<file path="src/rtl/pattern_recorder_pkg.sv">
// rtl/pattern_recorder_pkg.sv - shared types and sizes for the pattern record/playback path
// Holds the recorder state enum and the default divider/RAM geometry used by both sides.
package pattern_recorder_pkg;

    localparam int DEFAULT_DIV = 25;
    localparam int PAT_DEPTH   = 32;
    localparam int PAT_AW      = 5;
    localparam int PAT_DW      = 8;

    typedef enum logic [1:0] {
        ST_IDLE = 2'd0,
        ST_REC  = 2'd1,
        ST_DONE = 2'd2
    } rec_state_e;

endpackage

</file>
<file path="src/rtl/pattern_recorder_if.sv">
// rtl/pattern_recorder_if.sv - pattern RAM write port bundle
// Signals: WE (one-cycle write strobe), WADDR (word address), WDATA (word data).
// master drives the write port (recorder), slave receives it (RAM).
interface pattern_recorder_if
    import pattern_recorder_pkg::*;
#(
    parameter int AW = PAT_AW,
    parameter int DW = PAT_DW
);
    logic          WE;
    logic [AW-1:0] WADDR;
    logic [DW-1:0] WDATA;

    modport master (output WE, output WADDR, output WDATA);
    modport slave  (input  WE, input  WADDR, input  WDATA);
endinterface

</file>
<file path="src/rtl/pattern_recorder_tick_div.sv">
// rtl/pattern_recorder_tick_div.sv - divide-by-DIV rate enable
// Ports: clk, rst_n (async active-low), clr (sync clear), en (count enable),
//        tick (high for one cycle when the count sits at DIV-1 while enabled).
// The count is held at zero whenever en is low.
module pattern_recorder_tick_div #(
    parameter int DIV = 25
) (
    input  logic clk,
    input  logic rst_n,
    input  logic clr,
    input  logic en,
    output logic tick
);
    localparam int CW = (DIV > 1) ? $clog2(DIV) : 1;

    logic [CW-1:0] cnt_q;
    logic [CW-1:0] cnt_d;
    logic          at_top;

    assign at_top = (cnt_q == CW'(DIV - 1));
    assign tick   = en && at_top;

    always_comb begin
        cnt_d = cnt_q;
        if (clr || !en) begin
            cnt_d = '0;
        end else if (at_top) begin
            cnt_d = '0;
        end else begin
            cnt_d = cnt_q + 1'b1;
        end
    end

    always_ff @(posedge clk or negedge rst_n) begin
        if (!rst_n) begin
            cnt_q <= '0;
        end else begin
            cnt_q <= cnt_d;
        end
    end
endmodule

</file>
<file path="src/rtl/pattern_recorder.sv">
// rtl/pattern_recorder.sv - records switch samples into the pattern RAM at the divided rate
// Ports: CLK, RESET (async active-low), START/STOP (level-sampled controls),
//        DIN (sample data), ram (RAM write port, master), BUSY (recording),
//        DONE (finished), LEN (words written in the last/current recording).
// All outputs are registered.
module pattern_recorder
    import pattern_recorder_pkg::*;
#(
    parameter int div_by = DEFAULT_DIV,
    parameter int DEPTH  = PAT_DEPTH,
    parameter int AW     = $clog2(DEPTH),
    parameter int DW     = PAT_DW
) (
    input  logic                CLK,
    input  logic                RESET,
    input  logic                START,
    input  logic                STOP,
    input  logic [DW-1:0]       DIN,
    pattern_recorder_if.master  ram,
    output logic                BUSY,
    output logic                DONE,
    output logic [AW:0]         LEN
);
    rec_state_e    state_q, state_d;
    logic [AW-1:0] addr_q, addr_d;
    logic          we_q, we_d;
    logic [AW-1:0] waddr_q, waddr_d;
    logic [DW-1:0] wdata_q, wdata_d;
    logic [AW:0]   len_q, len_d;
    logic          busy_q, busy_d;
    logic          done_q, done_d;
    logic          accept;
    logic          tick;
    logic          last_addr;

    pattern_recorder_tick_div #(.DIV(div_by)) u_tick_div (
        .clk   (CLK),
        .rst_n (RESET),
        .clr   (accept),
        .en    (state_q == ST_REC),
        .tick  (tick)
    );

    assign last_addr = (addr_q == AW'(DEPTH - 1));

    always_comb begin
        state_d = state_q;
        addr_d  = addr_q;
        we_d    = 1'b0;
        waddr_d = waddr_q;
        wdata_d = wdata_q;
        len_d   = len_q;
        accept  = 1'b0;
        case (state_q)
            ST_IDLE, ST_DONE: begin
                if (START) begin
                    accept  = 1'b1;
                    state_d = ST_REC;
                    addr_d  = '0;
                    len_d   = '0;
                end
            end
            ST_REC: begin
                if (tick) begin
                    // The sample in flight is always written, even when STOP
                    // arrives on the same cycle.
                    we_d    = 1'b1;
                    waddr_d = addr_q;
                    wdata_d = DIN;
                    addr_d  = last_addr ? '0 : addr_q + 1'b1;
                    len_d   = len_q + 1'b1;
                    if (last_addr || STOP) begin
                        state_d = ST_DONE;
                    end
                end else if (STOP) begin
                    state_d = ST_DONE;
                end
            end
            default: state_d = ST_IDLE;
        endcase
        // Status flags track the next state so they line up with state_q.
        busy_d = (state_d == ST_REC);
        done_d = (state_d == ST_DONE);
    end

    always_ff @(posedge CLK or negedge RESET) begin
        if (!RESET) begin
            state_q <= ST_IDLE;
            addr_q  <= '0;
            we_q    <= 1'b0;
            waddr_q <= '0;
            wdata_q <= '0;
            len_q   <= '0;
            busy_q  <= 1'b0;
            done_q  <= 1'b0;
        end else begin
            state_q <= state_d;
            addr_q  <= addr_d;
            we_q    <= we_d;
            waddr_q <= waddr_d;
            wdata_q <= wdata_d;
            len_q   <= len_d;
            busy_q  <= busy_d;
            done_q  <= done_d;
        end
    end

    assign ram.WE    = we_q;
    assign ram.WADDR = waddr_q;
    assign ram.WDATA = wdata_q;
    assign BUSY      = busy_q;
    assign DONE      = done_q;
    assign LEN       = len_q;
endmodule
</file>
<file path="src/flat_wrapper.sv">
// flat-port wrapper written by rule: the top's interface ports become plain ports
module pattern_recorder_flat import pattern_recorder_pkg::*;
#(
    parameter int div_by = DEFAULT_DIV,
    parameter int DEPTH  = PAT_DEPTH,
    parameter int AW     = $clog2(DEPTH),
    parameter int DW     = PAT_DW
)
  (CLK, RESET, START, STOP, DIN, BUSY, DONE, LEN, ram_WE, ram_WADDR, ram_WDATA);
  pattern_recorder_if #(.AW(AW), .DW(DW)) ram_i ();
  input  logic CLK;
  input  logic RESET;
  input  logic START;
  input  logic STOP;
  input  logic [DW-1:0] DIN;
  output logic BUSY;
  output logic DONE;
  output logic [AW:0] LEN;
  output wire logic [$bits(ram_i.WE)-1:0] ram_WE;
  output wire logic [$bits(ram_i.WADDR)-1:0] ram_WADDR;
  output wire logic [$bits(ram_i.WDATA)-1:0] ram_WDATA;
  assign ram_WE = ram_i.WE;
  assign ram_WADDR = ram_i.WADDR;
  assign ram_WDATA = ram_i.WDATA;
  pattern_recorder #(.div_by(div_by), .DEPTH(DEPTH), .AW(AW), .DW(DW)) u_core (.CLK(CLK), .RESET(RESET), .START(START), .STOP(STOP), .DIN(DIN), .ram(ram_i), .BUSY(BUSY), .DONE(DONE), .LEN(LEN));
endmodule
</file>
<file path="config.mk">
export PLATFORM = sky130hd
export DESIGN_NAME = pattern_recorder_flat
export DESIGN_NICKNAME = d
export VERILOG_FILES = /design/src/rtl/pattern_recorder_pkg.sv /design/src/rtl/pattern_recorder_if.sv /design/src/rtl/pattern_recorder_tick_div.sv /design/src/rtl/pattern_recorder.sv /design/src/flat_wrapper.sv
export SDC_FILE = /design/constraint.sdc
export NUM_CORES = 1
export LEC_CHECK = 0
export CAP_MARGIN = 20
export CORE_UTILIZATION = 44
export DETAILED_ROUTE_END_ITERATION = 10
export HOLD_SLACK_MARGIN = 0.12
export PLACE_DENSITY = 0.82
export SETUP_SLACK_MARGIN = 0.15
export SLEW_MARGIN = 20
export SYNTH_ARGS = -nofsm -noshare
export SYNTH_HDL_FRONTEND = slang
export SYNTH_HIERARCHICAL = 1
export SYNTH_SLANG_ARGS = --single-unit
</file>
<file path="constraint.sdc">
create_clock -name CLK -period 1.7 [get_ports CLK]
set_input_delay 0.34 -clock CLK [delete_from_list [all_inputs] [get_ports CLK]]
set_output_delay 0.34 -clock CLK [all_outputs]
set_load 0.05 [all_outputs]
</file>
Yosys cells after proc, flatten, opt, wreduce, memory -nomap -nowiden
Cells that the tools add are included.
Storage, ports and cells
  bits in writable memories: 0
  latch bits: 0
  memory bits (read-only): 0
  memories kept: 0
  input bits: 12
  logic and storage cells: 47
  register bits: 34
Operators by class
  order comparisons: 0
  reductions and logical operators: 9
  multipliers: 0
  muxes and demuxes: 18
  add/subtract/negate cells: 3
  bitwise operators: 0
  equal/unequal tests: 8
  shift operators: 0
  divide/modulo/power cells: 0
Operators by type and width (number)
  $mux W5: 5
  $mux W6: 2
  $pmux W6 S2: 1
  $add A5 B1 Y5 const B: 2
  $eq A5 B5 Y1 const B: 2
  $pmux W5 S2: 1
  $mux W2: 4
  $add A6 B1 Y6 const B: 1
  $eq A2 B1 Y1 const B: 2
  $eq A2 B2 Y1 const B: 2
  $mux W1: 4
  $pmux W2 S2: 1
  $reduce_and A3 Y1: 1
  $logic_not A2 Y1: 1
  $logic_or A1 B1 Y1: 2
  $ne A2 B1 Y1 const B: 1
  $ne A2 B2 Y1 const B: 1
  $reduce_and A2 Y1: 1
  $reduce_bool A2 Y1: 1
  $reduce_or A2 Y1: 1
  $logic_and A1 B1 Y1: 1
  $logic_not A1 Y1: 1

Logic depth before layout (Yosys ltp)
  depth after elaboration: 6
  depth in mapped cells: 9
  gate-level depth less buffers: 8

By module
Netlist, hierarchy kept.
By module, submodules not included
  pattern_recorder: instances 1, cells an instance 125, area each 1212.4 um2, seq. area each 725.7 um2
  pattern_recorder_tick_div: instances 1, cells an instance 23, area each 244.0 um2, seq. area each 125.1 um2

Worst setup path before layout
OpenSTA, ideal clock, no wires.
  path kind: flip-flop to flip-flop
  from: register u_core.state_q[0]
  to: register u_core.len_q[5] (netlist: u_core/LEN[5])
  path buffers: 0
  required time: 1.623 ns
  setup time: 0.077 ns
  arrival: 1.753 ns
  slack: -0.130 ns
  cell stages (with the launch flop): 8
  cell sequence: dfrtp_1 > or2b_1 > inv_1 > inv_1 > nor2_1 > nand4b_1 > or3_1 > a21oi_1
Between the ends
  longest elaborated chain between the ends: 4
Ends and longest elaborated chain
  start, declared: line pattern_recorder.sv:24  | rec_state_e state_q, state_d;
  start signal, assigned: line pattern_recorder.sv:97  | state_q <= state_d;
  $eq A2 B1 Y1: line pattern_recorder.sv:40  | .en (state_q == ST_REC),
  $logic_and A1 B1 Y1: line pattern_recorder_tick_div.sv:21  | assign tick = en && at_top;
  named net u_core.tick: line pattern_recorder.sv:33  | logic tick;
  $ne A2 B1 Y1 (no line)
  $reduce_and A3 Y1 (no line)
  end signal, assigned: line pattern_recorder.sv:102  | len_q <= len_d;
  end, declared: line pattern_recorder.sv:29  | logic [AW:0] len_q, len_d;
The timed path passes the listed nets, and every way through them passes these cells.
A chain may end at the register's enable or synchronous reset.

Final worst setup path
  from: register u_core.u_tick_div.cnt_q[1]
  to: register u_core.addr_q[3]
Between the ends
  longest elaborated chain between the ends: 4
Ends and longest elaborated chain
  start, declared: line pattern_recorder_tick_div.sv:16  | logic [CW-1:0] cnt_q;
  start signal, assigned: line pattern_recorder_tick_div.sv:38  | cnt_q <= cnt_d;
  $eq A5 B5 Y1: line pattern_recorder_tick_div.sv:20  | assign at_top = (cnt_q == CW'(DIV - 1));
  $logic_and A1 B1 Y1: line pattern_recorder_tick_div.sv:21
  named net u_core.tick: line pattern_recorder.sv:33
  $ne A2 B1 Y1 (no line)
  $reduce_and A3 Y1 (no line)
  end signal, assigned: line pattern_recorder.sv:98  | addr_q <= addr_d;
  end, declared: line pattern_recorder.sv:25  | logic [AW-1:0] addr_q, addr_d;
The timed path passes the listed nets, and every way through them passes these cells.

==> results.ini <==
[drt]
via_count = 1294
wl_per_cell_um = 14.4
drc = 0
final_antenna_net_count = 0
wl_mm = 3.65
drtPass1Iterations = 4
drt_iter0_markers = 45
routed_via_density = 5.11

[sta]
period_share_pct = 102
tns_ns = -0.0400
worst_slack_ns = -0.0400
rsz0062_at_grt = yes
tightest_slew_ns = 0.432
final_max_slew_viol_count = 0
relSlewSlack_pct = 71.2
timing.fmax_mhz = 575
min_period_ns = 1.74
fin_skew_ns = 0.00935
setup_viol = 1
hold_violations = 0

[pwr]
clkPwrFrac_pct = 26.7
peakVddDrop_v = 0.000670
p_switching_mw = 0.424
switching_share_pct = 27.3
cellInternalPower_mw = 1.13
seq_power_share_pct = 54.9
leakage_nw = 1.07
comb_power_share_pct = 18.4
power.density_mw_per_mm2 = 721
finalPower_mw = 1.55

[die]
die_area_mm2 = 0.00354
core_area_mm2 = 0.00310
ioPinCount = 34
die_x_um = 59.5
rows = 20
start_util_pct = 46.9
die_h_um = 59.5

[clock_network]
clkTransAtPathRegs_ns = 0.11
cts_sinks = 34
h-tree-depth = 2
clock_latency_ns = 0.34
cts_buffers = 5
ctsHoldBuffers = 0
cts-root-buf = clkbuf_4
cts_tree = yes
clock_path_buffers = 2

[placement]
place_inst = 233
place.gp.congestion = 0.733
dp_hpwl_mm = 2.21
place_area_mm2 = 0.00189
numPortBuffers = 33

[synthesis]
synth.distinct_cells = 30
muxShareOfSynthArea_pct = 0.687
syn_nets = 165
syn_area_per_cell_um2 = 9.84
synthSimpleGateAreaFrac_pct = 25.5
synth_compound_area_share_pct = 6.53
synth-seq-cells = 34
syn_area_mm2 = 0.00146
ys.flop_type = dfrtp_1
synthAdderAreaFrac_pct = 4.30
synth_top_family_by_area = simple AND/OR/NAND/NOR gates
async_flop_share_pct = 100
ys_seq_area_share_pct = 58.4
synth_edf_count = 0
yosysWarnings = 6
synth_xor_area_share_pct = 1.80
synth_cells = 148

[grt]
grt_antenna_before_repair = 0
grt_pass1_vias = 1230
grt_use_total_pct = 20.3
grt-ovfl-total = 0
grt_max_degree = 35
grt_pass1_wl_mm = 5.15

[setup_path]
worstRegToRegCells = 7
reg2reg_slack_ns = -0.04
r2r-end = u_core/addr_q[3]
critPathLaunch = u_core/u_tick_div/cnt_q[1]
crit_end = u_core/addr_q[3]
reg2reg_from = u_core/u_tick_div/cnt_q[1]
worstSetupStartpointType = flop
crit_arrival_ns = 2.02
crit_path_max_fanout = 5
cp.required_ns = 1.98
critical_path_class = flop to flop
end_kind = flop

[cells_and_area]
nFillCells = 230
final_net_count = 226
fin_area_mm2 = 0.00215
multi_input_area_um2 = 648
ff_latch_area_um2 = 851
diodes = 0
area_growth_syn_to_layout_pct = 47.8
drive_above_1_share_pct = 32.5
finalNonFillerCells = 253
utilization_pct = 69.4

[run_status]
outcome = finished, violations left
failed_checks = setup timing

[worst_hold_path]
hp-class = input pin to async pin

[run]
maxCapViolations = 0

metal layers:
layer / vias up / share of wire [%] / GRT usage, %
li1: 614 / - / -
met1: 635 / 42 / 23.6
met2: 41 / 53 / 34.3
met3: 4 / 3.9 / 6.99
met4: 0 / 0.99 / 7.97
met5: - / 0 / 0
how the worst min path moves through the flow:
stage                                endpoint  slack (ns)  cells after the start
after global placement    u_core/ram.WDATA[0]        0.46                      2
after CTS                    u_core/addr_q[3]        0.42                      2
after floorplan                   u_core/BUSY        0.04                      0
final                           u_core/LEN[5]        0.41                      2
after detailed placement  u_core/ram.WDATA[1]        0.47                      2
after global routing            u_core/LEN[5]        0.44                      2
cell usage in the layout, fill, tap and decap left out, types with 2 or more instances in the layout:
cell type,synthesis,layout
xor2_1,2,2
buf_12,0,3
ha_1,5,3
nand4b_1,2,2
a21oi_2,0,2
o22ai_1,2,2
a21oi_1,4,2
clkdlybuf4s50_1,0,11
nand2b_1,2,2
clkbuf_4,0,5
nand3_1,8,7
nand2_1,52,51
inv_1,5,4
dfrtp_1,34,34
buf_4,0,41
buf_6,0,2
clkbuf_1,2,2
nor2_1,5,4
o21ai_0,5,4
or3_1,2,2
power groups by stage:
stage               Sequential, mW  Combinational (mW)  Clock, mW
finish                       0.852               0.286      0.415
detailed placement           0.867               0.237          0
floorplan                    0.909              0.0829          0
global route                 0.854               0.307      0.463
CTS                          0.849               0.269      0.425
global placement             0.864               0.231          0
Yosys cell counts, types with 2 or more instances:
cell / count / area share [%]
nand4b_1: 2 / 1.2
dfrtp_1: 34 / 58
nand3_1: 8 / 2.7
clkbuf_1: 2 / 0.52
buf_2: 2 / 0.69
nand2_1: 52 / 13
nor2_1: 5 / 1.3
inv_1: 5 / 1.3
or3_1: 2 / 0.86
o21ai_0: 5 / 1.7
o22ai_1: 2 / 0.86
ha_1: 5 / 4.3
a21oi_1: 4 / 1.4
nand2b_1: 2 / 0.86
xor2_1: 2 / 1.2
o31ai_1: 2 / 1.0
critical path: stages, from the launching register on:
cell and delay [ns]:
dfrtp_1 0.41, inv_1 0.07, ha_1 0.14, nand4b_1 0.17, nor2_4 0.19, nand3b_4 0.14
or4_4 0.44, a21oi_2 0.13
stage by stage:
stage / setup slack [ns] / hold WS [ns]
2_1_floorplan: 0.0518 / 0.0444
3_3_place_gp: 0.0395 / 0.461
3_5_place_dp: -0.0926 / 0.466
4_1_cts: 0.0155 / 0.415
5_1_grt: -0.127 / 0.435
6_report: -0.0400 / 0.409
timing repair:
| action | CTS | global route |
|---|---|---|
| pin swaps | 3 | 3 |
| endpoints found under the setup margin | 22 | 23 |
| gates cloned | 0 | 1 |
| setup buffers | 6 | 6 |
| gates resized for setup | 1 | 21 |
flip-flops by register name, indices dropped and copies added (netlist names):
signal / cells
u_core/BUSY: 1
u_core/DONE: 1
u_core/LEN: 6
u_core/addr_q: 5
u_core/ram.WADDR: 5
u_core/ram.WDATA: 8
u_core/ram.WE: 1
u_core/state_q: 2
u_core/u_tick_div/cnt_q: 5
cells by family after synthesis:
kind of cell	count (synthesis)
multiplexers	1
buffers and inverters	10
adder cells (fa/ha/maj)	5
XOR/XNOR	3
AND/OR/NAND/NOR	79
AO/OA/AOI/OAI	16
flip-flops	34
layout make-up:
class / count / area share, %
clock buffers: 7 / 2.09
repair buffers: 58 / 24.4
flip-flops and latches: 34 / 39.5
multi-input cells: 104 / 30.1
inverters: 6 / 1.28
well taps: 44 / 2.56
No activity file was read; power rests on OpenSTA's default activity.
